$ cat src/rtl/branch_ctrl_pkg.sv
// Shared definitions for the ID-stage branch sequencer: opcodes, FSM states
// and the width of the hazard "need" value.
package branch_ctrl_pkg;

  localparam logic [6:0] OP_BRANCH = 7'b1100011;
  localparam logic [6:0] OP_JAL    = 7'b1101111;
  localparam logic [6:0] OP_JALR   = 7'b1100111;

  localparam int NEED_W = 2;

  typedef logic [NEED_W-1:0] need_t;

  typedef enum logic {
    RUN  = 1'b0,
    HOLD = 1'b1
  } state_e;

endpackage

$ cat src/rtl/branch_hazard_detect.sv
// Combinational rs/rd compare: how many cycles ID must wait before its
// branch operands can be forwarded (0, 1 or 2).
module branch_hazard_detect
  import branch_ctrl_pkg::*;
(
  input  logic [4:0] rs1,
  input  logic [4:0] rs2,
  input  logic       rs1_used,
  input  logic       rs2_used,
  input  logic [4:0] ex_rd,
  input  logic       ex_regwrite,
  input  logic       ex_memread,
  input  logic [4:0] mem_rd,
  input  logic       mem_memread,
  output need_t      need
);

  need_t need_rs1;
  need_t need_rs2;

  // x0 never creates a dependency; a load in EX is the longest wait.
  function automatic need_t src_need(input logic used, input logic [4:0] rs,
                                     input logic [4:0] e_rd, input logic e_wr,
                                     input logic e_ld, input logic [4:0] m_rd,
                                     input logic m_ld);
    if (!used || rs == 5'd0)       return need_t'(0);
    if (e_ld && e_rd == rs)        return need_t'(2);
    if (e_wr && e_rd == rs)        return need_t'(1);
    if (m_ld && m_rd == rs)        return need_t'(1);
    return need_t'(0);
  endfunction

  always_comb begin
    need_rs1 = src_need(rs1_used, rs1, ex_rd, ex_regwrite, ex_memread, mem_rd, mem_memread);
    need_rs2 = src_need(rs2_used, rs2, ex_rd, ex_regwrite, ex_memread, mem_rd, mem_memread);
    need     = (need_rs1 > need_rs2) ? need_rs1 : need_rs2;
  end

endmodule

$ cat src/rtl/branch_ctrl.sv
// ID-stage branch sequencer: holds ID on operand hazards, then resolves the
// control-flow instruction into redirect/flush, with saturating perf counters.
module branch_ctrl
  import branch_ctrl_pkg::*;
#(
  parameter int XLEN  = 32,
  parameter int CNT_W = 32
) (
  input  logic             clk,
  input  logic             rstn,
  input  logic             id_valid,
  input  logic [31:0]      id_inst,
  input  logic             br_taken,
  input  logic [XLEN-1:0]  br_target,
  input  logic [XLEN-1:0]  jalr_target,
  input  logic [4:0]       ex_rd,
  input  logic             ex_regwrite,
  input  logic             ex_memread,
  input  logic [4:0]       mem_rd,
  input  logic             mem_memread,
  input  logic             ext_stall,
  input  logic             kill,
  output logic             stall_if_id,
  output logic             bubble_id_ex,
  output logic             flush_if_id,
  output logic             redirect,
  output logic [XLEN-1:0]  redirect_pc,
  output logic [CNT_W-1:0] cnt_branch,
  output logic [CNT_W-1:0] cnt_taken,
  output logic [CNT_W-1:0] cnt_stall
);

  localparam logic [CNT_W-1:0] CNT_ONE = CNT_W'(1);

  function automatic logic [CNT_W-1:0] sat_inc(input logic [CNT_W-1:0] v);
    return (&v) ? v : v + CNT_ONE;
  endfunction

  state_e           state_q, state_d;
  need_t            hold_q, hold_d;
  logic [CNT_W-1:0] cnt_branch_q, cnt_branch_d;
  logic [CNT_W-1:0] cnt_taken_q, cnt_taken_d;
  logic [CNT_W-1:0] cnt_stall_q, cnt_stall_d;

  logic            is_br, is_jal, is_jalr, is_ctrl, take;
  logic            stall_c, bubble_c, flush_c, redirect_c;
  logic [XLEN-1:0] pc_c;
  need_t           need;
  logic            unused_inst_bits;

  assign is_br   = (id_inst[6:0] == OP_BRANCH);
  assign is_jal  = (id_inst[6:0] == OP_JAL);
  assign is_jalr = (id_inst[6:0] == OP_JALR);
  assign is_ctrl = id_valid & (is_br | is_jal | is_jalr);
  assign unused_inst_bits = ^{id_inst[31:25], id_inst[14:7]};

  branch_hazard_detect u_hazard (
    .rs1         (id_inst[19:15]),
    .rs2         (id_inst[24:20]),
    .rs1_used    (is_br | is_jalr),
    .rs2_used    (is_br),
    .ex_rd       (ex_rd),
    .ex_regwrite (ex_regwrite),
    .ex_memread  (ex_memread),
    .mem_rd      (mem_rd),
    .mem_memread (mem_memread),
    .need        (need)
  );

  // kill beats ext_stall, which beats normal sequencing.
  always_comb begin
    state_d      = state_q;
    hold_d       = hold_q;
    cnt_branch_d = cnt_branch_q;
    cnt_taken_d  = cnt_taken_q;
    cnt_stall_d  = cnt_stall_q;
    stall_c      = 1'b0;
    bubble_c     = 1'b0;
    flush_c      = 1'b0;
    redirect_c   = 1'b0;
    pc_c         = '0;
    take         = 1'b0;
    if (kill) begin
      state_d = RUN;
      hold_d  = '0;
    end else if (ext_stall) begin
      stall_c = 1'b1;
    end else begin
      unique case (state_q)
        RUN: begin
          if (is_ctrl) begin
            if (need != '0) begin
              stall_c     = 1'b1;
              bubble_c    = 1'b1;
              state_d     = HOLD;
              hold_d      = need - need_t'(1);
              cnt_stall_d = sat_inc(cnt_stall_q);
            end else begin
              take         = is_jal | is_jalr | (is_br & br_taken);
              redirect_c   = take;
              flush_c      = take;
              pc_c         = is_jalr ? jalr_target : br_target;
              cnt_branch_d = sat_inc(cnt_branch_q);
              if (take) cnt_taken_d = sat_inc(cnt_taken_q);
            end
          end
        end
        HOLD: begin
          stall_c     = 1'b1;
          bubble_c    = 1'b1;
          cnt_stall_d = sat_inc(cnt_stall_q);
          if (hold_q == '0) state_d = RUN;
          else              hold_d  = hold_q - need_t'(1);
        end
        default: state_d = RUN;
      endcase
    end
  end

  always_ff @(posedge clk or negedge rstn) begin
    if (!rstn) begin
      state_q      <= RUN;
      hold_q       <= '0;
      cnt_branch_q <= '0;
      cnt_taken_q  <= '0;
      cnt_stall_q  <= '0;
    end else begin
      state_q      <= state_d;
      hold_q       <= hold_d;
      cnt_branch_q <= cnt_branch_d;
      cnt_taken_q  <= cnt_taken_d;
      cnt_stall_q  <= cnt_stall_d;
    end
  end

  // Outputs are forced low for as long as reset is held.
  assign stall_if_id  = rstn & stall_c;
  assign bubble_id_ex = rstn & bubble_c;
  assign flush_if_id  = rstn & flush_c;
  assign redirect     = rstn & redirect_c;
  assign redirect_pc  = rstn ? pc_c : '0;
  assign cnt_branch   = cnt_branch_q;
  assign cnt_taken    = cnt_taken_q;
  assign cnt_stall    = cnt_stall_q;

endmodule

$ cat config.mk
export PLATFORM = sky130hd
export DESIGN_NAME = branch_ctrl
export DESIGN_NICKNAME = d
export VERILOG_FILES = /design/src/rtl/branch_ctrl_pkg.sv /design/src/rtl/branch_hazard_detect.sv /design/src/rtl/branch_ctrl.sv
export SDC_FILE = /design/constraint.sdc
export NUM_CORES = 1
export LEC_CHECK = 0
export ABC_AREA = 1
export CORE_AREA = 5 5 129 131
export CTS_CLUSTER_DIAMETER = 100
export DETAILED_ROUTE_END_ITERATION = 12
export DIE_AREA = 0 0 134 136
export HOLD_SLACK_MARGIN = 0.15
export PLACE_DENSITY = 0.87
export SLEW_MARGIN = 30
export SYNTH_ARGS = -nofsm -noshare
export SYNTH_HDL_FRONTEND = slang
export SYNTH_HIERARCHICAL = 1
export SYNTH_SLANG_ARGS = --single-unit
$ cat constraint.sdc
create_clock -name clk -period 10 [get_ports clk]
set_input_delay 2.5 -clock clk [delete_from_list [all_inputs] [get_ports clk]]
set_output_delay 2.5 -clock clk [all_outputs]
set_load 0.02 [all_outputs]
# ---- Yosys cells after proc, flatten, opt, wreduce, memory -nomap -nowiden
# Index checks and enable logic that the tools add are counted.
dict set report classes {
  addsub 5
  n_lt_le_gt_ge 1
  n_eq_ne 13
  n_mux 70
  bitwise 16
  n_reduce_logical 21
}
# operator count
set ops {}
lappend ops {{$mux 32} 10}
lappend ops {{$add 32x1->32 const B} 3}
lappend ops {{$reduce_and 32->1} 3}
lappend ops {{$pmux 32 s2} 1}
lappend ops {{$mux 2} 22}
lappend ops {{$mux 1} 34}
lappend ops {{$eq 7x7->1 const B} 3}
lappend ops {{$eq 5x5->1} 4}
lappend ops {{$logic_not 5->1} 2}
lappend ops {{$ne 3x3->1 const B} 3}
lappend ops {{$reduce_and 4->1} 2}
lappend ops {{$reduce_and 7->1} 1}
lappend ops {{$logic_and 1x1->1} 6}
lappend ops {{$not 1->1} 6}
lappend ops {{$reduce_and 6->1} 1}
lappend ops {{$and 1x1->1} 5}
lappend ops {{$or 1x1->1} 5}
lappend ops {{$ne 2x2->1 const B} 2}
lappend ops {{$pmux 1 s2} 2}
lappend ops {{$pmux 2 s2} 1}
lappend ops {{$sub 2x1->2 const B} 2}
lappend ops {{$gt 2x2->1} 1}
lappend ops {{$logic_not 1->1} 2}
lappend ops {{$logic_not 2->1} 1}
lappend ops {{other kinds (3)} 4}
dict set report totals {
  ff_bits 99
  inputBits 115
  out_inout_bits 132
  word_cells 131
}

# ---- Depth between registers and ports, before layout
dict set report depth {
  word_depth 24
  ltp_mapped 25
  ltp_nobuf 23
}

# ---- Modules after synthesis
# Netlist, hierarchy kept.
# mod instances cells_per_inst area_per_inst_um2 seq_area_each_um2
set by_module_without_submodules {}
lappend by_module_without_submodules {branch_ctrl 1 1153 7264.5 2477.4}
lappend by_module_without_submodules {branch_hazard_detect 1 102 494.2 0.0}

# ---- Worst setup path before layout
# No wires, ideal clock.
dict set report synth_path {
  path_type {input port to output port}
  start {input port id_inst[3]}
  end {output port redirect}
  t_arrival_ns 5.597
  required_ns 7.500
  setup_slack_ns 1.903
  cell_stages 22
  n_path_buf 3
  path_cell_list {inv_1 -> nand2_1 -> nor2_2 -> nand2_1 -> clkbuf_1 -> o21ai_0 -> o21ai_0 -> nor3_2 -> inv_2 -> ha_1 -> nor2_1 -> o21a_1 -> inv_1 -> nand3_1 -> nand2_1 -> nor2_1 -> nand2_1 -> nor2_1 -> nand3_1 -> buf_2 -> nor2_1 -> buf_4}
}
dict set report synth_between {
  elab_chain_cells 15
  elab_cells_between_ends 27
  cone_classes {1 x order compare; 3 x eq/ne; 10 x mux; 8 x bitwise; 5 x reduce/logical}
}
# element line_no
set synth_rtl {}
lappend synth_rtl {{start, declared} branch_ctrl.sv:12} ;# input logic [31:0] id_inst,
lappend synth_rtl {{$eq 7x7->1, on equally long branches} {branch_ctrl.sv:51, branch_ctrl.sv:53}}
lappend synth_rtl {{$or 1x1->1} branch_ctrl.sv:60} ;# .rs1_used (is_br | is_jalr),
lappend synth_rtl {{$logic_not 1->1} branch_hazard_detect.sv:26} ;# if (!used || rs == 5'd0) return need_t'(0);
lappend synth_rtl {{$logic_or 1x1->1} branch_hazard_detect.sv:26}
lappend synth_rtl {{$mux 1} branch_hazard_detect.sv:26}
lappend synth_rtl {{$mux 2} branch_hazard_detect.sv:27} ;# if (e_ld && e_rd == rs) return need_t'(2);
lappend synth_rtl {{$gt 2x2->1} branch_hazard_detect.sv:36} ;# need = (need_rs1 > need_rs2) ? need_rs1 : need_rs2;
lappend synth_rtl {{$mux 2 (*)} branch_hazard_detect.sv:36}
lappend synth_rtl {{net need[0]} branch_ctrl.sv:48} ;# need_t need;
lappend synth_rtl {{$reduce_bool 2->1 (*)} branch_ctrl.sv:92} ;# if (need != '0) begin
lappend synth_rtl {{$mux 1 (*) (5 in a row)} -}
lappend synth_rtl {{$and 1x1->1 (*)} -}
lappend synth_rtl {{end, declared} branch_ctrl.sv:26} ;# output logic redirect,
# The timed path passes the listed nets; every way through them passes the cells marked *.

# ---- Final worst setup path
dict set report layout_path {
  start {input port id_inst[0]}
  end {output port redirect_pc[9]}
}
dict set report layout_between {
  elab_chain_cells 15
  elab_cells_between_ends 25
  cone_classes {1 x order compare; 3 x eq/ne; 12 x mux; 4 x bitwise; 5 x reduce/logical}
}
# element line_no
set layout_rtl {}
lappend layout_rtl {{$eq 7x7->1, on equally long branches} {branch_ctrl.sv:51, branch_ctrl.sv:53}}
lappend layout_rtl {{$or 1x1->1} branch_ctrl.sv:60}
lappend layout_rtl {{$logic_not 1->1} branch_hazard_detect.sv:26}
lappend layout_rtl {{$logic_or 1x1->1} branch_hazard_detect.sv:26}
lappend layout_rtl {{$mux 1} branch_hazard_detect.sv:26}
lappend layout_rtl {{$mux 2} branch_hazard_detect.sv:27}
lappend layout_rtl {{$gt 2x2->1} branch_hazard_detect.sv:36}
lappend layout_rtl {{$mux 2 (*)} branch_hazard_detect.sv:36}
lappend layout_rtl {{net need[0]} branch_ctrl.sv:48}
lappend layout_rtl {{$reduce_bool 2->1 (*)} branch_ctrl.sv:92}
lappend layout_rtl {{$mux 32 (*)} branch_ctrl.sv:92}
lappend layout_rtl {{$mux 32 (*)} branch_ctrl.sv:91} ;# if (is_ctrl) begin
lappend layout_rtl {{$mux 32 (*)} branch_ctrl.sv:89} ;# unique case (state_q)
lappend layout_rtl {{$mux 32 (*)} branch_ctrl.sv:86} ;# end else if (ext_stall) begin
lappend layout_rtl {{$mux 32 (*)} branch_ctrl.sv:83} ;# if (kill) begin
lappend layout_rtl {{$mux 32 (*)} branch_ctrl.sv:141} ;# assign redirect_pc = rstn ? pc_c : '0;
lappend layout_rtl {{end, declared} branch_ctrl.sv:27} ;# output logic [XLEN-1:0] redirect_pc,
# Marks and branches as above.

==> flow_metrics.py <==
metrics = {
    "pwr": {
        "finalPower_uw": 845,
        "vdd_ir_drop_max_mv": 0.0839,
        "leakagePower_nw": 4.71,
        "power-per-cell-area_nw_per_um2": 80.9,
    },
    "drt": {
        "via_per_inst": 5.15,
        "drt-total-wl_um": 24500,
        "wl_per_cell_um": 14.7,
        "detailedRoute.firstIterationViolations": 569,
        "drc": 0,
        "final_antenna_net_count": 0,
        "vias": 8582,
        "drtPass1Iterations": 5,
    },
    "clock_tree": {
        "clock_tree_from_tritoncts": "yes",
        "post_cts_buffers": 0,
        "clk_latency_ps": 360,
        "cts.sinks": 99,
        "cts_hold_buffers": 0,
        "cts_inserted_buffers": 9,
        "maximum_buffer_depth_of_the_clock_tree": 2,
        "clock_tree.htree_level_count": 3,
        "worst_setup_hold_path_clk_slew_ps": 70,
        "ctsRootBufferMaster": "sky130_fd_sc_hd__clkbuf_16",
        "cts_repair_resize_count": 0,
    },
    "synth": {
        "ys_ff_latch": 99,
        "synthTopCellsByArea": "sky130_fd_sc_hd__dfrtp_1 (32%), sky130_fd_sc_hd__nand2_1 (29%), sky130_fd_sc_hd__nor2_1 (7.9%), sky130_fd_sc_hd__nand3_1 (5.5%), sky130_fd_sc_hd__xor2_1 (4.6%)",
        "avgSynthCellArea_um2": 6.18,
        "ys_dominant_reg_cell": "sky130_fd_sc_hd__dfrtp_1",
        "synth.net_count": 1376,
        "post-synth-top-area-cell": "sky130_fd_sc_hd__dfrtp_1",
        "synth_warnings": 6,
        "yosysTopAreaCellShare": 0.319,
        "ys_types": 33,
        "syn-cell-area_um2": 7760,
        "asyncSetResetFlopFracSynth": 1.00,
        "synthesis.instances": 1255,
        "synth-seq-area-share": 0.319,
        "synth_edf_count": 0,
    },
    "worst_setup_path": {
        "cpMaxStageDelayCell": "sky130_fd_sc_hd__clkdlybuf4s50_1",
        "critical_path.max_fanout": 33,
        "start_kind": "input pin",
        "worst_setup_path_end_kind": "output port",
        "timing.critical_path.arrival_ps": 6580,
        "timing.setup.critical_path_class": "input pin to output port",
        "critical_path_required_ps": 7500,
        "slowest_stage_delay_on_critical_path_ps": 660,
        "crit_path_cell_trace": "clkdlybuf4s50_1, nand2_1, inv_1, nand2_1, o21ai_0, o21ai_0, nor3_2, inv_2, ha_1, nor2_1, o21a_1, inv_1, nand3_1, nand2_1, nor2_1, nand2_1, nor2_1, nand3_1, buf_4, a21oi_1, clkdlybuf4s50_1",
        "timing.critical_path.mode_cell": "sky130_fd_sc_hd__nand2_1",
    },
    "floorplanning": {
        "die_height_um": 136,
        "fp.dieArea_um2": 18200,
        "std_cell_rows": 46,
        "fp.coreArea_um2": 15500,
        "design.portCount": 247,
        "initial_core_util": 0.501,
        "chipWidth_um": 134,
    },
    "worst_hold_path": {
        "min-delay-path-class": "flip-flop to flip-flop",
    },
    "grt": {
        "first_global_vias": 8065,
        "largest_net_degree_at_the_start_of_global_routing": 55,
        "global_route_wire_length_before_repair_um": 38900,
        "grt_antenna_before_repair": 0,
        "grt.total_usage": 0.264,
        "grt_overflow": 0,
    },
    "sta": {
        "maxClockFrequency_mhz": 110,
        "worst_hold_slack_across_all_endpoints_ps": 534,
        "finalSetupTns_ps": 0,
        "hold_viol_final": 0,
        "worst-slew-pin-transition_ps": 733,
        "finalSetupViolations": 0,
        "grt_setup_unrepaired": "false",
        "timing.final.crit_share": 0.908,
        "relSlewSlack": 0.511,
        "fin_worst_skew_ps": 14.6,
        "report.final.slew_viol_count": 0,
        "post-route-min-period_ps": 9080,
    },
    "outcome": {
        "run_status": "finished, final reports clean",
    },
    "layout": {
        "layout-drive-gt1-share": 0.0434,
        "layout_overhead_on_the_synthesized_area_pct": 34.7,
        "final_design_area_no_fill_um2": 10400,
        "most-common-layout-cells": "sky130_fd_sc_hd__nand2_1 (609), sky130_fd_sc_hd__clkdlybuf4s50_1 (230), sky130_fd_sc_hd__nor2_1 (164)",
        "fin_util": 0.675,
        "mostFrequentLayoutCell": "sky130_fd_sc_hd__nand2_1",
        "nets": 1589,
        "insertedDiodeCount": 0,
    },
    "place": {
        "port-buffer-count": 231,
        "detailed_place_hpwl_um": 19100,
        "placer_congestion": 0.948,
        "placedInstanceArea_um2": 10100,
    },
    "run": {
        "timing.max_cap.violations": 0,
    },
}
==> routing by layer <==
layer  track usage  vias up  share of wire  routed length (um)
li1              -     4329              -                   -
met1         0.315     3902           0.41               10000
met2         0.476      311           0.50               12200
met3        0.0540       40          0.066                1620
met4        0.0840        0          0.025                 613
met5             0        -              0                   0
==> area by class of cell <==
class,count,area [um2]
inverters,66,248
multi-input cells,1055,4830
repair buffers,237,2350
flip-flops and latches,99,2480
fillers,1392,5030
well taps,192,240
clock buffers,11,243
clock inverters,5,60.1
==> Yosys cell counts (all sizes together) (12+ instances only) <==
| master | n |
|---|---|
| a21oi | 37 |
| dfrtp | 99 |
| nor2 | 180 |
| xnor2 | 25 |
| inv | 66 |
| nand3 | 92 |
| nand3b | 27 |
| clkbuf | 12 |
| buf | 23 |
| xor2 | 41 |
| nand2 | 613 |
| nor3 | 13 |
==> critical path, delay by kind of cell <==
kind | cells | cell delay (ps)
buffers and inverters | 6 | 1640
adder cells (fa/ha/maj) | 1 | 300
AO/OA/AOI/OAI | 4 | 810
AND/OR/NAND/NOR | 10 | 1310
==> power by group <==
group	internal [mW]	switching, mW	total, mW	leakage [nW]
registers	0.401	0.000835	0.401	1.38
logic	0.0442	0.0364	0.0806	3.18
clock network	0.202	0.161	0.363	0.146
total	0.647	0.198	0.845	4.71
==> worst paths after layout <==
kind | from | end | depth (start not counted) | slack [ps]
worst max-delay path | id_inst[0] | redirect_pc[9] | 21 | 920
worst min-delay path | cnt_taken[25] | cnt_taken[25] | 2 | 530
worst max register to register | cnt_stall[0] | cnt_stall[23] | 9 | 7050
worst min register to register | cnt_taken[25] | cnt_taken[25] | 2 | 530
max in group asynchronous | rstn | cnt_branch[12] | 2 | 6700
min in group asynchronous | rstn | cnt_taken[23] | 1 | 2180
==> through the flow <==
step           worst slack [ps]  instances
3_5_place_dp                873       1649
4_1_cts                     856       1665
5_1_grt                     504       1665
6_report                    919       1665
2_1_floorplan              1900       1255
3_3_place_gp                934       1649
==> sequential cells by signal, summed over array words and instances (netlist names) <==
signal      flops
cnt_branch     32
cnt_stall      32
cnt_taken      32
hold_q          2
state_q         1
==> logic make-up after synthesis <==
group / count (synthesis) / share of synthesized area
buffers and inverters: 101 / 0.0587
and+or+nand+nor: 932 / 0.501
AOI/OAI and AO/OA: 51 / 0.0373
xor gates and xnor gates: 66 / 0.0745
DFF: 99 / 0.319
adders and majority gates: 6 / 0.00968
(Power assumes the default switching activity.)
